<file path="src/rtl/rps_round_ctrl.sv">
// rps_round_ctrl -- rock-paper-scissors round sequencer.
// Runs the round FSM, picks the computer hand, scores each round and keeps
// both scores. Every displayed output changes only on a frame tick (synced
// vsync falling edge), so a frame never shows a half-updated scene.
//
// Parameters:
//   COUNT_FRAMES   frames spent in COUNTDOWN (1..1023)
//   REVEAL_FRAMES  frames spent in REVEAL before RESULT (1..1023)
//   SCORE_MAX      saturating score limit (1..15)
// Ports:
//   clk           in   board clock
//   rst           in   synchronous active-high reset
//   vsync         in   active-low vsync from the VGA controller
//   start         in   one-cycle start pulse
//   hand_valid    in   one-cycle pulse qualifying hand_sel
//   hand_sel      in   0 rock, 1 paper, 2 scissors, 3 none
//   state         out  0 IDLE, 1 COUNTDOWN, 2 REVEAL, 3 RESULT
//   com_hand      out  computer hand, 3 = hidden
//   player_hand   out  player hand, 3 = hidden
//   result        out  0 none, 1 win, 2 lose, 3 draw
//   player_score  out  player score, saturating
//   com_score     out  computer score, saturating
//   busy          out  high in COUNTDOWN and REVEAL
module rps_round_ctrl #(
  parameter int unsigned COUNT_FRAMES  = 180,
  parameter int unsigned REVEAL_FRAMES = 120,
  parameter int unsigned SCORE_MAX     = 9
) (
  input  logic       clk,
  input  logic       rst,
  input  logic       vsync,
  input  logic       start,
  input  logic       hand_valid,
  input  logic [1:0] hand_sel,
  output logic [1:0] state,
  output logic [1:0] com_hand,
  output logic [1:0] player_hand,
  output logic [1:0] result,
  output logic [3:0] player_score,
  output logic [3:0] com_score,
  output logic       busy
);

  typedef enum logic [1:0] {
    S_IDLE   = 2'd0,
    S_COUNT  = 2'd1,
    S_REVEAL = 2'd2,
    S_RESULT = 2'd3
  } state_t;

  localparam logic [1:0] RES_NONE = 2'd0;
  localparam logic [1:0] RES_WIN  = 2'd1;
  localparam logic [1:0] RES_LOSE = 2'd2;
  localparam logic [1:0] RES_DRAW = 2'd3;
  localparam logic [1:0] HAND_NONE = 2'd3;

  localparam logic [9:0] COUNT_LOAD  = 10'(COUNT_FRAMES - 1);
  localparam logic [9:0] REVEAL_LOAD = 10'(REVEAL_FRAMES - 1);
  localparam logic [3:0] SCORE_LIM   = 4'(SCORE_MAX);

  state_t     st;
  logic [9:0] cnt;
  logic       vs_meta, vs_sync, vs_prev;
  logic       tick;
  logic [1:0] pick;
  logic       start_pend;
  logic [1:0] hand_pend;
  logic [1:0] hand_now;
  logic [1:0] res_now;
  logic       round_go;

  assign state = st;

  // Reset to the idle (high) level so leaving reset never fakes a falling edge.
  always_ff @(posedge clk) begin
    if (rst) begin
      vs_meta <= 1'b1;
      vs_sync <= 1'b1;
      vs_prev <= 1'b1;
    end else begin
      vs_meta <= vsync;
      vs_sync <= vs_meta;
      vs_prev <= vs_sync;
    end
  end

  assign tick = vs_prev & ~vs_sync;

  always_ff @(posedge clk) begin
    if (rst)              pick <= 2'd0;
    else if (pick == 2'd2) pick <= 2'd0;
    else                  pick <= pick + 2'd1;
  end

  // A new round begins on this tick (from IDLE or RESULT with a pending start).
  assign round_go = tick && start_pend && (st == S_IDLE || st == S_RESULT);

  always_ff @(posedge clk) begin
    if (rst)           start_pend <= 1'b0;
    else if (busy)     start_pend <= 1'b0;
    else if (round_go) start_pend <= 1'b0;
    else if (start)    start_pend <= 1'b1;
  end

  always_ff @(posedge clk) begin
    if (rst)
      hand_pend <= HAND_NONE;
    else if (round_go)
      hand_pend <= HAND_NONE;
    else if (st == S_COUNT && hand_valid && hand_sel != HAND_NONE)
      hand_pend <= hand_sel;
  end

  // Bypass so a hand pulse coinciding with the final countdown tick still counts.
  always_comb begin
    hand_now = hand_pend;
    if (st == S_COUNT && hand_valid && hand_sel != HAND_NONE)
      hand_now = hand_sel;
  end

  always_comb begin
    res_now = RES_LOSE;
    if (hand_now == HAND_NONE)
      res_now = RES_LOSE;
    else if (hand_now == pick)
      res_now = RES_DRAW;
    else if ((hand_now == 2'd1 && pick == 2'd0) ||
             (hand_now == 2'd2 && pick == 2'd1) ||
             (hand_now == 2'd0 && pick == 2'd2))
      res_now = RES_WIN;
  end

  always_ff @(posedge clk) begin
    if (rst) begin
      st           <= S_IDLE;
      cnt          <= '0;
      com_hand     <= HAND_NONE;
      player_hand  <= HAND_NONE;
      result       <= RES_NONE;
      player_score <= '0;
      com_score    <= '0;
      busy         <= 1'b0;
    end else if (tick) begin
      case (st)
        S_IDLE, S_RESULT: begin
          if (start_pend) begin
            st          <= S_COUNT;
            cnt         <= COUNT_LOAD;
            com_hand    <= HAND_NONE;
            player_hand <= HAND_NONE;
            result      <= RES_NONE;
            busy        <= 1'b1;
          end
        end
        S_COUNT: begin
          if (cnt != '0) begin
            cnt <= cnt - 10'd1;
          end else begin
            st          <= S_REVEAL;
            cnt         <= REVEAL_LOAD;
            com_hand    <= pick;
            player_hand <= hand_now;
            result      <= res_now;
            if (res_now == RES_WIN && player_score < SCORE_LIM)
              player_score <= player_score + 4'd1;
            if (res_now == RES_LOSE && com_score < SCORE_LIM)
              com_score <= com_score + 4'd1;
          end
        end
        S_REVEAL: begin
          if (cnt != '0) begin
            cnt <= cnt - 10'd1;
          end else begin
            st   <= S_RESULT;
            busy <= 1'b0;
          end
        end
        default: st <= S_IDLE;
      endcase
    end
  end

endmodule

</file>
<file path="config.mk">
export PLATFORM = sky130hd
export DESIGN_NAME = rps_round_ctrl
export DESIGN_NICKNAME = d
export VERILOG_FILES = /design/src/rtl/rps_round_ctrl.sv
export SDC_FILE = /design/constraint.sdc
export NUM_CORES = 1
export LEC_CHECK = 0
export CAP_MARGIN = 10
export CELL_PAD_IN_SITES_DETAIL_PLACEMENT = 0
export CELL_PAD_IN_SITES_GLOBAL_PLACEMENT = 2
export CORE_UTILIZATION = 25
export CTS_CLUSTER_SIZE = 16
export DETAILED_ROUTE_END_ITERATION = 8
export PLACE_DENSITY_LB_ADDON = 0.1
export SETUP_SLACK_MARGIN = 0.1
export SLEW_MARGIN = 10
export SYNTH_ARGS = -nofsm -noshare
export SYNTH_HDL_FRONTEND = slang
export SYNTH_SLANG_ARGS = --single-unit
</file>
<file path="constraint.sdc">
create_clock -name clk -period 3.35 [get_ports clk]
set_input_delay 0.335 -clock clk [delete_from_list [all_inputs] [get_ports clk]]
set_output_delay 0.335 -clock clk [all_outputs]
set_load 0.01 [all_outputs]
</file>
* After elaboration in Yosys (flattened, before gate mapping) *
Cells that the tools add are included.

word-level totals
  register bits after elaboration = 35
  output and inout bits = 17
  logic and storage cells = 90

cells by class
  add/sub/neg operators = 4
  magnitude comparators = 2
  eq/ne operators = 16
  mux-type cells = 23
  bitwise logic cells = 3
  reductions and logical operators = 28

operators with widths
  operator                 count
  $mux W10                 3
  $pmux W10 S3             1
  $mux W2                  12
  $reduce_and A4 Y1        5
  $eq A2 B2 Y1 const B     6
  $pmux W2 S2              3
  $ne A2 B2 Y1 const B     5
  $reduce_bool A10 Y1      1
  $sub A10 B1 Y10 const B  1
  $logic_and A1 B1 Y1      9
  $add A4 B1 Y4 const B    2
  $eq A2 B1 Y1 const B     4
  $lt A4 B4 Y1 const B     2
  $logic_not A2 Y1         3
  $pmux W2 S3              1
  $reduce_or A2 Y1         3
  $reduce_bool A2 Y1       2
  $logic_or A1 B1 Y1       3
  $reduce_and A3 Y1        1
  $reduce_or A3 Y1         1
  $add A2 B1 Y2 const B    1
  $eq A2 B2 Y1             1
  $mux W1                  2
  $not A1 Y1               2
  2 further kinds          2

* Longest topological paths before layout *
  word-level depth = 14
  mapped depth = 9
  gate-level depth less buffers = 8

* Worst setup path after synthesis *
No wires, ideal clock.

  kind = register to register
  from = reg st[1], in the netlist state[1]
  to = reg com_score[2]
  library setup time = 0.071 ns
  data arrival time = 2.132 ns
  slack = 1.147 ns
  cell stages (with the launch flop) = 10
  buffers on the path = 1
  clock period less this slack = 2.203 ns
  cell sequence = dfxtp_1 -> inv_1 -> ha_1 -> buf_6 -> and3b_1 -> nand3_1 -> a31oi_2 -> o31a_1 -> or4_1 -> a21oi_1

on the way
  cells in the longest elaborated chain, start to end = 14
  elaborated cells between the ends (all ways) = 20
  classes of those cells = 6 x eq/ne; 4 x mux; 10 x reduce/logical

RTL lines
  item                                          line      RTL
  start, declared                               61        state_t st;
  start signal, assigned                        135       st <= S_IDLE;
  start signal, assigned                        147       st <= S_COUNT;
  start signal, assigned                        159       st <= S_REVEAL;
  $eq A2 B1 Y1 (*)                              117, 144
  $logic_and A1 B1 Y1 (2 in series)             117       if (st == S_COUNT && hand_valid && hand_sel != HAND_NONE)
  $mux W2                                       --
  $eq A2 B1 Y1 or $eq A2 B2 Y1 (tied branches)  127, 128
  $logic_and A1 B1 Y1 (on tied branches)        127, 128
  $logic_or A1 B1 Y1                            127       else if ((hand_now == 2'd1 && pick == 2'd0) ||
  $logic_or A1 B1 Y1                            128       (hand_now == 2'd2 && pick == 2'd1) ||
  $mux W2                                       127
  $mux W2                                       125       else if (hand_now == pick)
  $mux W2                                       123       if (hand_now == HAND_NONE)
  $eq A2 B2 Y1                                  166       if (res_now == RES_LOSE && com_score < SCORE_LIM)
  $logic_and A1 B1 Y1                           166
  $reduce_and A4 Y1 (no source line) (*)        --
  end signal, assigned                          167       com_score <= com_score + 4'd1;
  end, declared                                 40        output logic [3:0] com_score,

Every way passes the cells marked *; elsewhere a longest branch is shown, timed or not.
A chain may end at the register's enable or synchronous reset.

* Worst setup path in the final report *
  from = reg st[0], in the netlist state[0]
  to = reg com_score[2]

The elaborated chain is that of the path after synthesis.

==> metrics.md <==
| Metric | Value |
|---|---|
| Status | finished, final reports clean |
| Die Span X | around 90 um |
| Slew Viols, Final | 0 |
| # diodes | 0 |
| Drt first-iter violations | 47 |
| Initial DRT Pass Iterations | 4 |
| Detailed-route via count | between 1500 and 2000 |
| CTS sink count | 35 |
| Num rows | 31 |
| Hpwl dp | roughly 3500 um |
| Final Util | between 30% and 40% |
| Post-Syn Area | about 1900 um^2 |
| Number of synthesized flops with an enable pin | 0 |
| GRT Total Usage | a little over an eighth |
| FFs w/ async S/R, synth | 0% |
| Most numerous cell in the Yosys netlist | dfxtp_1 |
| WP data arrival | 2.76 ns |
| CTS Root Buffer Type | clkbuf_8 |
| Synth Area per Inst | 8.251 um^2 |
| Ys Warns | 0 |
| Startpoint types | flop |
| FMAX | just under 400 MHz |
| Worst endpoint required time | around 3.6 ns |
| HP Class | flop to flop |
| Post-synth top area share | 37.41% |
| GRT overflow | 0 |
| CTS Buffer Depth | 2 |
| Post-CTS Resized | 0 |
| Max Fanout on Critical Path | 11 |
| Gate count of the mapped netlist | about 230 |
| Top layer in use | met4 |
| Die Ht | about 90 um |
| Sequential cell area fraction in the yosys report | 37.41% |
| Number of nets with antenna violations after routing | 0 |
| Global-route wire length before repair | slightly above 8000 um |
| Met3 Wirelength | roughly 170 um |
| Setup Crit Path Kind | flop to flop |
| Die ar. | between 7000 and 8000 um^2 |
| Layout Nets | between 200 and 300 |
| Post-synth top flop | dfxtp_1 |
| RSZ-0062 raised after global routing | no |
| WL met1 | around 2500 um |
| WL final | between 4000 and 5000 um |
| Capturing element type of the critical path | flop |
| Largest net degree at the start of global routing | 24 |
| Top post-synthesis cells by area | dfxtp_1 37%, nor2_1 6.8%, ha_1 6.7% |
| Syn-to-layout area delta | 21.78% |
| # DRC | 0 |
| Initial antenna violation count | 0 |
| Post-Layout Inst Area | between 2000 and 2500 um^2 |
| Pwr dens | between 300 and 400 nW/um^2 |
| Power Total | approximately 0.85 mW |
| I/O pin count | 24 |
| Clock insertion delay at the later pin of the skew report | 0.29 ns |
| FF+latch count, synth | 35 |
| Top post-synthesis cells by count | 35 x dfxtp_1, 34 x nor2_1, 20 x inv_1 |
| Vias in the first global route | approximately 1600 |
| Max-cap violations | 0 |
| Tmin final | ~2.5 ns |
| Dpl ws | a little under 0.8 ns |
| H-tree levels | 2 |
| Reg clk slew, reported paths | roughly 0.070 ns |
| Post-CTS Hold Buffers | 0 |
| # setup viols final | 0 |
| CORE AREA | slightly above 7000 um^2 |
| Syn_nets | about 240 |
| Leading area contributor after synthesis | dfxtp_1 |
| Starting density of the core | around 26% |
| GP Congestion | around 0.68 |
| # port buffers | 23 |
| Pleak | roughly 0.84 nW |
| Worst clock skew | ~0.0097 ns |
| Layout cell share with drive strength beyond 1 | 7.540% |
| CTS tree | yes |
| DR WL/cell | 13.65 um |
| Synth cell types | 48 |
| Slew @ Worst Pin | 0.7583 ns |
| DR WL met2 | ~2100 um |
| Cell Area, Placed | 2205 um^2 |
| Final Cycle Share | roughly three quarters |
| Postcts setup bufs | 0 |
| Maximum VDD drop | ~0.13 mV |
| Final setup margin | between 0.8 and 0.9 ns |
| Setup_tns | 0 ns |
| Num CTS Buffers | 5 |
| DR vias/cell | roughly 4.7 |
| Worst slew margin | about half |
| Final Hold Vio Count | 0 |
==> final cells by class <==
type,count,area [um^2]
clock inverter,1,7.507
inverter,20,75.07
tap,99,123.9
clock buffer,5,68.82
fill,795,4972
timing repair buffer,25,245.2
multi-input combinational,166,1060
sequential,35,700.7
==> cells by family after synthesis <==
logic type	share of synthesized area (%)
and+or+nand+nor	27.05
AOI/OAI and AO/OA	19.91
DFF	37.41
buffers and inverters	6.012
adders and majority gates	6.680
xor gates and xnor gates	1.871
muxes	1.069
==> placed cells by master (no fill, tap or decap), types with 3 or more instances in the layout <==
cell and instances:
dfxtp_1 35, nor2_1 34, clkdlybuf4s50_1 23, inv_1 20, a21oi_1 14, o21ai_0 11, nand2_1 10, ha_1 10
nand3_1 9, nor3_1 7, nand2b_1 7, o22ai_1 6, clkbuf_8 5, a31oi_1 3, nor4b_1 3, or2_2 3
nor3b_1 3, o31ai_1 3
==> worst max-delay path, stage by stage, from the launching register on <==
cell	delay [ns]
dfxtp_1	0.38
ha_1	0.44
and3b_1	0.45
o22a_1	0.21
o31ai_1	0.09
o31a_1	0.30
or4_1	0.47
a21oi_1	0.14
==> state kept, by name, summed over array words and instances, names as in the netlist <==
register      count
state             2
player_score      4
vs_sync           1
cnt              10
com_score         4
start_pend        1
vs_meta           1
pick              2
hand_pend         2
vs_prev           1
com_hand          2
busy              1
result            2
player_hand       2
==> worst paths after layout <==
path | start | endpoint | slack, ns | cells past startpoint
worst max register to register | state[0] | com_score[2] | 0.80 | 7
worst min-delay path | vs_meta | vs_sync | 0.42 | 1
worst max-delay path | state[0] | com_score[2] | 0.80 | 7
worst min register to register | vs_meta | vs_sync | 0.42 | 1
==> report_power, final <==
part	switching, mW	internal [mW]
clock	0.151	0.138
sequential	0.0170	0.428
combinational	0.0665	0.0451
==> through the flow <==
stage | hold slack, ns | std cells
after floorplan | 0.3895 | 227
after CTS | 0.4175 | 351
after detailed placement | 0.3998 | 345
final | 0.4160 | 351
after global routing | 0.4271 | 351
after global placement | 0.3958 | 345
==> layer usage <==
metal | global-route usage (%) | vias to the layer above
met2 | 20.77 | 28
met4 | 4.399 | 0
li1 | - | 854
met3 | 3.078 | 4
met5 | 0 | -
met1 | 18.95 | 776
Note: power is estimated with default switching activity, not from simulation.
